`config.mk`:
```
export PLATFORM = sky130hd
export DESIGN_NAME = program_sequencer_pipe
export DESIGN_NICKNAME = d
export VERILOG_FILES = /design/src/rtl/program_sequencer_pipe.sv
export SDC_FILE = /design/constraint.sdc
export NUM_CORES = 1
export LEC_CHECK = 0
export CAP_MARGIN = 10
export CORE_MARGIN = 4
export CORE_UTILIZATION = 45
export DETAILED_ROUTE_END_ITERATION = 10
export GPL_ROUTABILITY_DRIVEN = 0
export PLACE_DENSITY = 0.75
export SYNTH_ARGS = -nofsm -noshare
export SYNTH_HDL_FRONTEND = slang
export SYNTH_SLANG_ARGS = --single-unit
```
`constraint.sdc`:
```
create_clock -name clk -period 1.3 [get_ports clk]
set_input_delay 0.26 -clock clk [delete_from_list [all_inputs] [get_ports clk]]
set_output_delay 0.26 -clock clk [all_outputs]
set_load 0.01 [all_outputs]
```
`src/rtl/program_sequencer_pipe.sv`:
```
// Two-stage instruction fetch sequencer for a synchronous program ROM.
// It has fill/flush control, a jump penalty of 2 bubbles, and a stall hold.
module program_sequencer_pipe (
    input  logic       clk,
    input  logic       reset,
    input  logic       jmp,
    input  logic       jmp_nz,
    input  logic       dont_jmp,
    input  logic [3:0] jmp_addr,
    input  logic       stall,
    input  logic [7:0] rom_data,
    output logic [7:0] pm_addr,
    output logic [7:0] pc,
    output logic [7:0] ir,
    output logic       ir_valid,
    output logic       flush_pipeline
);

    typedef enum logic [2:0] {
        FILL0  = 3'd0,
        FILL1  = 3'd1,
        RUN    = 3'd2,
        FLUSH1 = 3'd3,
        FLUSH2 = 3'd4
    } state_t;

    state_t     state_q, state_d;
    logic [7:0] pm_addr_q, pm_addr_d;
    logic [7:0] f_addr_q, f_addr_d;
    logic [7:0] pc_q, pc_d;
    logic [7:0] ir_q, ir_d;
    logic       ir_valid_q, ir_valid_d;
    logic       flush_q, flush_d;
    logic [7:0] hold_q, hold_d;
    logic       hold_valid_q, hold_valid_d;
    logic       jump_taken_s;
    logic [7:0] fetch_data_s;

    // Next-state, fetch and stall-hold logic.
    always_comb begin
        state_d      = state_q;
        pm_addr_d    = pm_addr_q;
        f_addr_d     = f_addr_q;
        pc_d         = pc_q;
        ir_d         = ir_q;
        ir_valid_d   = ir_valid_q;
        flush_d      = flush_q;
        hold_d       = hold_q;
        hold_valid_d = hold_valid_q;

        jump_taken_s = ir_valid_q & ~stall & (jmp | (jmp_nz & ~dont_jmp));
        // The ROM keeps re-reading the held pm_addr during a stall, so the word
        // that belongs to f_addr is parked here and replayed on resume.
        fetch_data_s = hold_valid_q ? hold_q : rom_data;

        if (stall) begin
            hold_valid_d = 1'b1;
            if (!hold_valid_q) begin
                hold_d = rom_data;
            end else begin
                hold_d = hold_q;
            end
        end else begin
            hold_valid_d = 1'b0;
            f_addr_d     = pm_addr_q;
            ir_d         = fetch_data_s;
            pc_d         = f_addr_q;
            if (jump_taken_s) begin
                pm_addr_d = {jmp_addr, 4'h0};
            end else begin
                pm_addr_d = pm_addr_q + 8'd1;
            end

            case (state_q)
                FILL0:   state_d = FILL1;
                FILL1:   state_d = RUN;
                RUN: begin
                    if (jump_taken_s) begin
                        state_d = FLUSH1;
                    end else begin
                        state_d = RUN;
                    end
                end
                FLUSH1:  state_d = FLUSH2;
                FLUSH2:  state_d = RUN;
                default: state_d = FILL0;
            endcase

            ir_valid_d = (state_d == RUN);
            flush_d    = (state_d == FLUSH1) || (state_d == FLUSH2);
        end
    end

    // State and pipeline registers, cleared asynchronously.
    always_ff @(posedge clk or posedge reset) begin
        if (reset) begin
            state_q      <= FILL0;
            pm_addr_q    <= 8'h00;
            f_addr_q     <= 8'h00;
            pc_q         <= 8'h00;
            ir_q         <= 8'h00;
            ir_valid_q   <= 1'b0;
            flush_q      <= 1'b0;
            hold_q       <= 8'h00;
            hold_valid_q <= 1'b0;
        end else begin
            state_q      <= state_d;
            pm_addr_q    <= pm_addr_d;
            f_addr_q     <= f_addr_d;
            pc_q         <= pc_d;
            ir_q         <= ir_d;
            ir_valid_q   <= ir_valid_d;
            flush_q      <= flush_d;
            hold_q       <= hold_d;
            hold_valid_q <= hold_valid_d;
        end
    end

    assign pm_addr        = pm_addr_q;
    assign pc             = pc_q;
    assign ir             = ir_q;
    assign ir_valid       = ir_valid_q;
    assign flush_pipeline = flush_q;

endmodule
```
==> qor.json, run 1 <==
{
  "detail_route.wl_per_cell": {"value": 15.8, "unit": "um"},
  "worst_hold_path_type": {"value": "in -> reg"},
  "yosys_warnings": {"value": 0},
  "final.setup.worst_slack": {"value": -62.7, "unit": "ps"},
  "post_synth_most_frequent_cells": {"value": "46 x sky130_fd_sc_hd__dfrtp_1, 24 x sky130_fd_sc_hd__mux2_2, 16 x sky130_fd_sc_hd__nand2_1"},
  "pwr_density_cell": {"value": 1900, "unit": "nW/um^2"},
  "final.min_clock_period": {"value": 1360, "unit": "ps"},
  "syn_nets": {"value": 185},
  "synth.cell_area": {"value": 2020, "unit": "um^2"},
  "dp_hpwl": {"value": 2950, "unit": "um"},
  "hold_violations": {"value": 0},
  "total_leakage_power": {"value": 1.29, "unit": "nW"},
  "critical-path-slowest-cell": {"value": "sky130_fd_sc_hd__or4b_4"},
  "detail_route.wirelength": {"value": 4400, "unit": "um"},
  "place_ws": {"value": -477, "unit": "ps"},
  "overflow": {"value": 0},
  "fp.coreArea": {"value": 4350, "unit": "um^2"},
  "place_inst": {"value": 267},
  "num-fill-cells": {"value": 350},
  "clock-skew-final": {"value": 5.70, "unit": "ps"},
  "routed_via_density": {"value": 5.28},
  "final_core_util": {"value": 63.0, "unit": "%"},
  "antenna_cells_inserted": {"value": 0},
  "async_reset_ff_share": {"value": 100, "unit": "%"},
  "initialDrtViolationCount": {"value": 86},
  "clock_insertion_delay_worst_skew": {"value": 310, "unit": "ps"},
  "cap_viol_max_count": {"value": 0},
  "synth_ff_type": {"value": "sky130_fd_sc_hd__dfrtp_1"},
  "post_cts_hold_buffer_count": {"value": 0},
  "layout.cells.non_filler": {"value": 279},
  "power": {"value": 5.22, "unit": "mW"},
  "run_status": {"value": "finished, violations left"},
  "worstPathCellList": {"value": "clkdlybuf4s50_1, o21a_1, or4b_4, o211a_1"},
  "drive_above_1_share": {"value": 30.8, "unit": "%"},
  "timing_max_transition_violations_final": {"value": 0},
  "layout.area.seq": {"value": 1150, "unit": "um^2"},
  "placementRows": {"value": 24},
  "clk_root_buffer_cell": {"value": "sky130_fd_sc_hd__clkbuf_8"},
  "dieWidth": {"value": 75.0, "unit": "um"},
  "finalNetCount": {"value": 245},
  "synth.yosys.seq_area_share": {"value": 56.9, "unit": "%"},
  "critPathMaxStageDelay": {"value": 500, "unit": "ps"},
  "via_count": {"value": 1473},
  "clk_path_buf_depth": {"value": 2},
  "ir_drop": {"value": 0.000816, "unit": "V"},
  "cts_made_buffers": {"value": 5},
  "global_route.usage.total": {"value": 16.1, "unit": "%"},
  "drt_drc_violations_left": {"value": 0},
  "grt_setup_unrepaired": {"value": "true"},
  "number_of_antenna_violations_at_the_first_check_in_global_routing": {"value": 0},
  "failed_checks": {"value": "negative setup slack"},
  "maximum_achievable_frequency": {"value": 734, "unit": "MHz"},
  "post-synth-top-area-fraction": {"value": 56.9, "unit": "%"},
  "crit_arrival": {"value": 1570, "unit": "ps"},
  "dieHeight": {"value": 75.0, "unit": "um"},
  "worst-slew-pin-transition": {"value": 332, "unit": "ps"},
  "yosys.area.top_type": {"value": "sky130_fd_sc_hd__dfrtp_1"},
  "timing.critical_path.required": {"value": 1500, "unit": "ps"},
  "synth_area_per_cell": {"value": 12.2, "unit": "um^2"},
  "place_area": {"value": 2580, "unit": "um^2"},
  "largest_net_degree_at_the_start_of_global_routing": {"value": 47},
  "crit_path_max_fanout": {"value": 2},
  "place.port_buffers": {"value": 43},
  "synth.area.top_cells": {"value": "sky130_fd_sc_hd__dfrtp_1 57%, sky130_fd_sc_hd__mux2_2 13%, sky130_fd_sc_hd__mux2i_1 5.0%"},
  "grt_pass1_vias": {"value": 1491},
  "yosys.cell_types.count": {"value": 37},
  "postSynthRegisterBits": {"value": 46},
  "final_area": {"value": 2740, "unit": "um^2"},
  "synth_edf_count": {"value": 0},
  "detail-route-antenna-nets": {"value": 0},
  "yosysMostFrequentCell": {"value": "sky130_fd_sc_hd__dfrtp_1"},
  "worst_setup_path_start_kind": {"value": "input port"},
  "clock_sink_count": {"value": 46},
  "num_io_pins": {"value": 44},
  "cts_htree_levels": {"value": 2},
  "first_pass_iters": {"value": 4},
  "slew-limit-headroom": {"value": 77.8, "unit": "%"},
  "end_kind": {"value": "flop"},
  "clk_pin_slew": {"value": 80, "unit": "ps"},
  "layout_worst_path_cycle_share": {"value": 105, "unit": "%"},
  "flow.area_growth_from_synthesis": {"value": 35.7, "unit": "%"},
  "starting_utilization_of_the_core_area": {"value": 46.4, "unit": "%"},
  "grt_first_pass_wirelength": {"value": 6890, "unit": "um"},
  "worstSetupPathType": {"value": "in -> reg"},
  "tritoncts": {"value": "built"},
  "r2r_setup_slack": {"value": -60, "unit": "ps"},
  "die_outline_area": {"value": 5630, "unit": "um^2"},
  "setup_viol": {"value": 1},
  "post_synth_inst_count": {"value": 166},
  "multi_input_area": {"value": 862, "unit": "um^2"}
}
[stage by stage]
| stage | TNS [ps] | hold slack [ps] |
|---|---|---|
| 3_5_place_dp | -3960 | 475 |
| 4_1_cts | -134 | 329 |
| 6_report | -62.7 | 336 |
| 5_1_grt | -199 | 358 |
| 3_3_place_gp | -3440 | 460 |
| 2_1_floorplan | -116 | 277 |
[layout make-up]
cell class	count	share of cell area, %
clock buffer	5	2.51
tap	52	2.37
timing repair buffer	62	19.8
multi-input combinational	109	31.4
sequential	46	42.0
inverter	2	0.410
clock inverter	3	1.46
[repair_timing]
action / CTS / global route
setup endpoints to repair: 34 / 13
endpoints found under the hold margin: 0 / 0
setup buffers: 2 / 2
pin swaps: 6 / 3
gates resized for setup: 53 / 7
[flip-flops by register name (all words and copies together) (netlist names)]
name / cells
state_q: 3
f_addr_q: 8
hold_valid_q: 1
pc: 8
hold_q: 8
flush_pipeline: 1
ir: 8
pm_addr: 8
ir_valid: 1
[worst max-delay path: cells and delay by family]
kind                   cells  cell delay, ps
buffers and inverters      1             480
AO/OA/AOI/OAI              2             330
AND/OR/NAND/NOR            1             500
[power by group]
| group | leakage (nW) | internal (mW) | total (mW) | switching (mW) |
|---|---|---|---|---|
| combinational | 0.667 | 1.07 | 1.95 | 0.880 |
| sequential | 0.562 | 1.92 | 2.23 | 0.311 |
| clock | 0.0579 | 0.566 | 1.05 | 0.481 |
| total | 1.29 | 3.55 | 5.22 | 1.67 |
[cells by family (layout without fill, tap and decap cells)]
kind of cell | after synthesis | count (layout) | share of synthesized area, %
AO/OA/AOI/OAI | 35 | 35 | 10.9
adder cells (fa/ha/maj) | 1 | 1 | 0.619
buffers and inverters | 11 | 72 | 3.28
flip-flops | 46 | 46 | 56.9
multiplexers | 34 | 34 | 18.3
AND/OR/NAND/NOR | 39 | 39 | 9.96
[cells in the final DEF, fill, tap and decap left out, types with 2 or more instances in the layout]
master / netlist / layout
sky130_fd_sc_hd__o21bai_1: 2 / 2
sky130_fd_sc_hd__dfrtp_1: 46 / 45
sky130_fd_sc_hd__a21o_1: 3 / 3
sky130_fd_sc_hd__clkdlybuf4s15_1: 0 / 2
sky130_fd_sc_hd__buf_2: 4 / 6
sky130_fd_sc_hd__nand2_1: 16 / 16
sky130_fd_sc_hd__clkdlybuf4s50_1: 0 / 14
sky130_fd_sc_hd__a21oi_1: 4 / 4
sky130_fd_sc_hd__o21ai_0: 15 / 15
sky130_fd_sc_hd__buf_4: 0 / 15
sky130_fd_sc_hd__nand3_1: 3 / 2
sky130_fd_sc_hd__nor2b_1: 3 / 2
sky130_fd_sc_hd__dlygate4sd2_1: 0 / 20
sky130_fd_sc_hd__nand2b_1: 2 / 2
sky130_fd_sc_hd__clkinv_2: 0 / 2
sky130_fd_sc_hd__nor2_1: 5 / 5
sky130_fd_sc_hd__clkbuf_8: 2 / 5
sky130_fd_sc_hd__buf_6: 0 / 3
sky130_fd_sc_hd__mux2_2: 24 / 23
sky130_fd_sc_hd__mux2i_1: 10 / 10
[metal layers]
layer / track usage [%] / routed length [um]
met1: 20.3 / 1940
met4: 4.94 / 62
met3: 4.81 / 273
met2: 26.8 / 2130
met5: 0 / 0
[final timing paths]
kind	startpoint	to	cells after the start
worst max-delay path	jmp	pm_addr[7]	4
worst min-delay path	stall	hold_valid_q	2
worst max register to register	pm_addr[1]	pm_addr[7]	4
worst min register to register	f_addr_q[4]	f_addr_q[4]	2
max in group asynchronous	reset	pm_addr[0]	3
min in group asynchronous	reset	pc[2]	3
Note: power is estimated with default switching activity, not from simulation.
==> run 2: changes to the inputs <==
--- a/config.mk
+++ b/config.mk
@@ -8,7 +8,9 @@
 export CAP_MARGIN = 10
+export CELL_PAD_IN_SITES_DETAIL_PLACEMENT = 1
+export CELL_PAD_IN_SITES_GLOBAL_PLACEMENT = 1
 export CORE_MARGIN = 4
-export CORE_UTILIZATION = 45
+export CORE_UTILIZATION = 39
 export DETAILED_ROUTE_END_ITERATION = 10
 export GPL_ROUTABILITY_DRIVEN = 0
-export PLACE_DENSITY = 0.75
+export PLACE_DENSITY_LB_ADDON = 0.1
 export SYNTH_ARGS = -nofsm -noshare
==> constraint.sdc (replaced) <==
create_clock -name clk -period 1.4 [get_ports clk]
set_input_delay 0.28 -clock clk [delete_from_list [all_inputs] [get_ports clk]]
set_output_delay 0.28 -clock clk [all_outputs]
set_load 0.05 [all_outputs]
==> qor.json, run 2 (synthesized netlist as in run 1, its figures left out) <==
{
  "clk_pin_slew": {"value": 80, "unit": "ps", "change": "about the same"},
  "detail_route.wirelength": {"value": 5000, "unit": "um", "change": "+14%"},
  "crit_path_max_fanout": {"value": 2, "change": "unchanged"},
  "timing.critical_path.required": {"value": 1590, "unit": "ps", "change": "+90 ps"},
  "dieWidth": {"value": 80.0, "unit": "um", "change": "+6.6%"},
  "worst_hold_path_type": {"value": "in -> async"},
  "crit_arrival": {"value": 1580, "unit": "ps", "change": "about the same"},
  "cap_viol_max_count": {"value": 0, "change": "unchanged"},
  "antenna_cells_inserted": {"value": 0, "change": "unchanged"},
  "maximum_achievable_frequency": {"value": 716, "unit": "MHz"},
  "power.clock.fraction": {"value": 14.8, "unit": "%", "change": "-5.3 points"},
  "routed_via_density": {"value": 5.06, "change": "-4.1%"},
  "largest_net_degree_at_the_start_of_global_routing": {"value": 47, "change": "unchanged"},
  "clock-skew-final": {"value": 3.17, "unit": "ps", "change": "-2.53 ps"},
  "clk_root_buffer_cell": {"value": "sky130_fd_sc_hd__clkbuf_8"},
  "worst_setup_path_start_kind": {"value": "input port"},
  "final_core_util": {"value": 62.1, "unit": "%", "change": "-0.94 points"},
  "clock_sink_count": {"value": 46, "change": "unchanged"},
  "place_area": {"value": 2880, "unit": "um^2", "change": "+11%"},
  "r2r-start": {"value": "pm_addr[0]"},
  "pwr_density_cell": {"value": 2160, "unit": "nW/um^2", "change": "+14%"},
  "flow.area_growth_from_synthesis": {"value": 49.8, "unit": "%"},
  "netSwitchingPower": {"value": 2.55, "unit": "mW", "change": "+53%"},
  "worstSetupPathType": {"value": "in -> reg"},
  "holdWs": {"value": 332, "unit": "ps", "change": "-4.18 ps"},
  "first_pass_iters": {"value": 4, "change": "unchanged"},
  "num-fill-cells": {"value": 504, "change": "+44%"},
  "final.setup.worst_slack": {"value": 2.44, "unit": "ps", "change": "+65.2 ps"},
  "finalNetCount": {"value": 241, "change": "-1.6%"},
  "p_int": {"value": 4.00, "unit": "mW", "change": "+13%"},
  "cts_htree_levels": {"value": 2, "change": "unchanged"},
  "number_of_antenna_violations_at_the_first_check_in_global_routing": {"value": 0, "change": "unchanged"},
  "setup_viol": {"value": 0, "change": "-1"},
  "grt_setup_unrepaired": {"value": "true"},
  "layout.cells.most_common": {"value": "sky130_fd_sc_hd__dfrtp_1"},
  "dp_hpwl": {"value": 3590, "unit": "um", "change": "+22%"},
  "timing_max_transition_violations_final": {"value": 0, "change": "unchanged"},
  "drt_drc_violations_left": {"value": 0, "change": "unchanged"},
  "r2r_setup_slack": {"value": 10, "unit": "ps", "change": "+70 ps"},
  "layout.area.seq": {"value": 1160, "unit": "um^2", "change": "+0.76%"},
  "total_leakage_power": {"value": 1.35, "unit": "nW", "change": "+5.2%"},
  "layout_worst_path_cycle_share": {"value": 99.8, "unit": "%"},
  "setup_tns": {"value": 0, "unit": "ps", "change": "+62.7 ps"},
  "final_area": {"value": 3030, "unit": "um^2", "change": "+10%"},
  "layout.cells.non_filler": {"value": 290, "change": "+3.9%"},
  "most-common-layout-cells": {"value": "38 x sky130_fd_sc_hd__dfrtp_1, 28 x sky130_fd_sc_hd__buf_12, 23 x sky130_fd_sc_hd__mux2_2"},
  "grt_pass1_vias": {"value": 1675, "change": "+12%"},
  "run_status": {"value": "complete, no violations"},
  "end_kind": {"value": "flop"},
  "cts_made_buffers": {"value": 5, "change": "unchanged"},
  "hold_violations": {"value": 0, "change": "unchanged"},
  "die_outline_area": {"value": 6400, "unit": "um^2", "change": "+14%"},
  "fp.coreArea": {"value": 4880, "unit": "um^2", "change": "+12%"},
  "worstReg2RegEnd": {"value": "pm_addr[7]"},
  "power_frac_comb": {"value": 50.9, "unit": "%", "change": "+14 points"},
  "place_ws": {"value": -351, "unit": "ps", "change": "+127 ps"},
  "slew-limit-headroom": {"value": 74.8, "unit": "%", "change": "-3.0 points"},
  "place_inst": {"value": 281, "change": "+5.2%"},
  "placementRows": {"value": 25, "change": "+4.2%"},
  "num_io_pins": {"value": 44, "change": "unchanged"},
  "global_route.usage.total": {"value": 16.6, "unit": "%", "change": "+0.47 points"},
  "tritoncts": {"value": "built"},
  "crit_path_start": {"value": "jmp"},
  "detail-route-antenna-nets": {"value": 0, "change": "unchanged"},
  "ir_drop": {"value": 0.00129, "unit": "V", "change": "+58%"},
  "clock_insertion_delay_worst_skew": {"value": 290, "unit": "ps", "change": "-20 ps"},
  "clk_path_buf_depth": {"value": 2, "change": "unchanged"},
  "dieHeight": {"value": 80.0, "unit": "um", "change": "+6.6%"},
  "overflow": {"value": 0, "change": "unchanged"},
  "swShare": {"value": 38.9, "unit": "%", "change": "+6.9 points"},
  "initialDrtViolationCount": {"value": 57, "change": "-34%"},
  "grt_first_pass_wirelength": {"value": 8090, "unit": "um", "change": "+17%"},
  "final.min_clock_period": {"value": 1400, "unit": "ps"},
  "via_count": {"value": 1468, "change": "-0.34%"},
  "power": {"value": 6.56, "unit": "mW", "change": "+26%"},
  "detail_route.wl_per_cell": {"value": 17.2, "unit": "um", "change": "+9.3%"},
  "starting_utilization_of_the_core_area": {"value": 41.4, "unit": "%", "change": "-5.0 points"},
  "drive_above_1_share": {"value": 40.8, "unit": "%", "change": "+10 points"},
  "worstRegToRegCells": {"value": 4, "change": "unchanged"},
  "place.port_buffers": {"value": 43, "change": "unchanged"},
  "pwr-share-seq": {"value": 34.3, "unit": "%", "change": "-8.4 points"},
  "multi_input_area": {"value": 838, "unit": "um^2", "change": "-2.8%"},
  "worst-slew-pin-transition": {"value": 378, "unit": "ps", "change": "+45.1 ps"}
}
[run 2: worst max-delay path by stage]
stage	cells after the start	slack, ps	endpoint
2_1_floorplan	4	-150	pm_addr[7]
4_1_cts	4	-30	pm_addr[7]
3_3_place_gp	5	-320	pm_addr[7]
5_1_grt	4	-50	pm_addr[7]
6_report	4	2	pm_addr[7]
3_5_place_dp	5	-350	pm_addr[7]
[run 2: critical path, stage by stage]
cell                              delay (ps)
sky130_fd_sc_hd__clkdlybuf4s50_1         470
sky130_fd_sc_hd__o21a_1                  200
sky130_fd_sc_hd__or4b_1                  500
sky130_fd_sc_hd__o211a_1                 130
[run 2: area by class of cell]
class                      instances  area share [%]
clock inverter                     2            1.24
multi-input combinational        109            27.7
timing repair buffer              58            27.3
clock buffer                       6            2.40
inverter                           2           0.248
tap                               67            2.77
sequential                        46            38.3
[run 2: power by group through the flow]
| stage | Combinational (mW) | Clock [mW] | Sequential (mW) |
|---|---|---|---|
| after floorplan | 0.725 | 0 | 3.10 |
| after global placement | 3.26 | 0 | 2.22 |
| after detailed placement | 3.33 | 0 | 2.27 |
| after CTS | 3.36 | 1.01 | 2.25 |
| after global routing | 3.50 | 1.07 | 2.31 |
| final | 3.33 | 0.972 | 2.25 |
[run 2: what timing repair did]
action / 4_1_cts / 5_1_grt
setup endpoints to repair: 5 / 5
pin swaps: 2 / 3
setup buffers: 0 / 1
endpoints found under the hold margin: 0 / 0
gates cloned: 0 / 0
gates resized for setup: 3 / 5
hold buffers: 0 / 0
[run 2: layer usage]
metal,track usage (%),part of all wire (%),vias to the layer above
li1,-,-,701
met1,19.2,40,733
met4,4.56,0.86,0
met2,29.9,56,30
met5,0,0,-
met3,4.51,3.3,4
==> run 3: changes to the inputs <==
- CORE_UTILIZATION: 39 -> 36
- clock period: 1.4 -> 1.21 ns (I/O delays scaled with it)
==> qor.json, run 3 (synthesized netlist as in run 1, its figures left out) <==
{
  "place.port_buffers": {"value": 43, "change": "unchanged"},
  "cts_made_buffers": {"value": 5, "change": "unchanged"},
  "starting_utilization_of_the_core_area": {"value": 36.9, "unit": "%", "change": "-4.5 points"},
  "antenna_cells_inserted": {"value": 0, "change": "unchanged"},
  "power": {"value": 8.03, "unit": "mW", "change": "+23%"},
  "hold_violations": {"value": 0, "change": "unchanged"},
  "num-fill-cells": {"value": 567, "change": "+13%"},
  "clk_root_buffer_cell": {"value": "sky130_fd_sc_hd__clkbuf_8"},
  "worstSetupPathType": {"value": "reg -> reg"},
  "multi_input_area": {"value": 908, "unit": "um^2", "change": "+8.4%"},
  "cts_htree_levels": {"value": 2, "change": "unchanged"},
  "final_area": {"value": 3250, "unit": "um^2", "change": "+7.2%"},
  "final.min_clock_period": {"value": 1380, "unit": "ps"},
  "layout.cells.most_common": {"value": "sky130_fd_sc_hd__dfrtp_1"},
  "timing_max_transition_violations_final": {"value": 0, "change": "unchanged"},
  "number_of_antenna_violations_at_the_first_check_in_global_routing": {"value": 0, "change": "unchanged"},
  "grt_first_pass_wirelength": {"value": 9110, "unit": "um", "change": "+13%"},
  "setup_viol": {"value": 15, "change": "+15"},
  "die_outline_area": {"value": 6880, "unit": "um^2", "change": "+7.5%"},
  "end_kind": {"value": "flop"},
  "num_io_pins": {"value": 44, "change": "unchanged"},
  "final.setup.worst_slack": {"value": -175, "unit": "ps", "change": "-177 ps"},
  "clk_pin_slew": {"value": 80, "unit": "ps", "change": "about the same"},
  "worst_hold_path_type": {"value": "in -> async"},
  "pwr_density_cell": {"value": 2470, "unit": "nW/um^2", "change": "+14%"},
  "overflow": {"value": 0, "change": "unchanged"},
  "dieWidth": {"value": 82.9, "unit": "um", "change": "+3.7%"},
  "failed_checks": {"value": "negative setup slack"},
  "layout.area.seq": {"value": 1160, "unit": "um^2", "change": "+0.11%"},
  "detail_route.wirelength": {"value": 5290, "unit": "um", "change": "+6.0%"},
  "total_leakage_power": {"value": 1.43, "unit": "nW", "change": "+5.7%"},
  "drt_drc_violations_left": {"value": 0, "change": "unchanged"},
  "via_count": {"value": 1565, "change": "+6.6%"},
  "place_ws": {"value": -556, "unit": "ps", "change": "-205 ps"},
  "worst_setup_path_start_kind": {"value": "flop"},
  "crit_path_max_fanout": {"value": 2, "change": "unchanged"},
  "global_route.usage.total": {"value": 16.2, "unit": "%", "change": "-0.38 points"},
  "post_cts_hold_buffer_count": {"value": 0, "change": "unchanged"},
  "drive_above_1_share": {"value": 49.4, "unit": "%", "change": "+8.6 points"},
  "fp.coreArea": {"value": 5470, "unit": "um^2", "change": "+12%"},
  "slew-limit-headroom": {"value": 80.9, "unit": "%", "change": "+6.1 points"},
  "crit_arrival": {"value": 1570, "unit": "ps", "change": "about the same"},
  "cap_viol_max_count": {"value": 0, "change": "unchanged"},
  "clk_path_buf_depth": {"value": 2, "change": "unchanged"},
  "dieHeight": {"value": 82.9, "unit": "um", "change": "+3.7%"},
  "placementRows": {"value": 27, "change": "+8.0%"},
  "most-common-layout-cells": {"value": "37 x sky130_fd_sc_hd__dfrtp_1, 28 x sky130_fd_sc_hd__buf_12, 23 x sky130_fd_sc_hd__mux2_2, 23 x sky130_fd_sc_hd__buf_4, 16 x sky130_fd_sc_hd__nand2_1"},
  "detail-route-antenna-nets": {"value": 0, "change": "unchanged"},
  "first_pass_iters": {"value": 4, "change": "unchanged"},
  "maximum_achievable_frequency": {"value": 722, "unit": "MHz"},
  "grt_setup_unrepaired": {"value": "true"},
  "finalNetCount": {"value": 259, "change": "+7.5%"},
  "dp_hpwl": {"value": 3720, "unit": "um", "change": "+3.5%"},
  "layout_worst_path_cycle_share": {"value": 114, "unit": "%"},
  "clock-skew-final": {"value": 3.86, "unit": "ps", "change": "+0.694 ps"},
  "largest_net_degree_at_the_start_of_global_routing": {"value": 47, "change": "unchanged"},
  "routed_via_density": {"value": 5.00, "change": "-1.2%"},
  "place_area": {"value": 2980, "unit": "um^2", "change": "+3.4%"},
  "worst-slew-pin-transition": {"value": 287, "unit": "ps", "change": "-90.4 ps"},
  "ir_drop": {"value": 0.00103, "unit": "V", "change": "-20%"},
  "timing.critical_path.required": {"value": 1400, "unit": "ps", "change": "-190 ps"},
  "clock_insertion_delay_worst_skew": {"value": 290, "unit": "ps", "change": "about the same"},
  "initialDrtViolationCount": {"value": 40, "change": "-30%"},
  "detail_route.wl_per_cell": {"value": 16.9, "unit": "um", "change": "-1.8%"},
  "run_status": {"value": "finished, violations left"},
  "setup_tns": {"value": -1220, "unit": "ps", "change": "-1220 ps"},
  "tritoncts": {"value": "built"},
  "flow.area_growth_from_synthesis": {"value": 60.6, "unit": "%"},
  "holdWs": {"value": 348, "unit": "ps", "change": "+16.2 ps"},
  "grt_pass1_vias": {"value": 1812, "change": "+8.2%"},
  "clock_sink_count": {"value": 46, "change": "unchanged"}
}
==> run 3: worst paths after layout <==
| kind | startpoint | endpoint | slack [ps] | cells after the start |
|---|---|---|---|---|
| setup / recovery | pm_addr[6] | pm_addr[7] | -170 | 4 |
| hold / removal | reset | f_addr_q[1] | 350 | 3 |
| setup reg to reg | pm_addr[6] | pm_addr[7] | -170 | 4 |
| hold reg to reg | f_addr_q[4] | f_addr_q[4] | 510 | 2 |
| max in group asynchronous | reset | ir_valid | 630 | 3 |
| min in group clk | stall | ir_valid | 360 | 2 |
==> run 3: per-layer routing <==
metal  share of wire, %  wire [um]  vias up  track usage (%)
met3                3.9        205       11             4.27
li1                   -          -      734                -
met4                2.1        110        0             5.65
met2                 55       2900       34             29.1
met5                  0          0        -                0
met1                 39       2080      786             18.6
==> run 3: where the power goes <==
part	switching (mW)	total [mW]	internal (mW)
clock network	0.496	0.957	0.461
logic	2.18	4.51	2.33
registers	0.477	2.56	2.08
==> run 3: through the flow <==
| step | instances | util [%] |
|---|---|---|
| 6_report | 313 | 59.4 |
| 5_1_grt | 313 | 59.4 |
| 4_1_cts | 310 | 58.6 |
| 3_5_place_dp | 295 | 54.4 |
| 3_3_place_gp | 295 | 54.4 |
| 2_1_floorplan | 166 | - |
==> run 3: area by class of cell <==
type                            instances  area share (%)
Clock inverter                          1           0.154
Timing Repair Buffer                   76            30.3
Multi-Input combinational cell        109            28.0
Clock buffer                            7            2.66
Sequential cell                        46            35.8
Inverter                                2           0.347
Tap cell                               72            2.77
==> run 3: worst max-delay path, stage by stage, from the launching register on <==
cell and delay [ps]:
sky130_fd_sc_hd__dfrtp_2 370, sky130_fd_sc_hd__and3_4 200, sky130_fd_sc_hd__nand3_4 90, sky130_fd_sc_hd__or4b_4 490, sky130_fd_sc_hd__o211a_1 130
==> run 3: repair_timing <==
item                       in CTS  in global routing
setup endpoints to repair      20                 22
buffers inserted                7                  3
gates resized for setup        22                  8
pin swaps                       8                  1
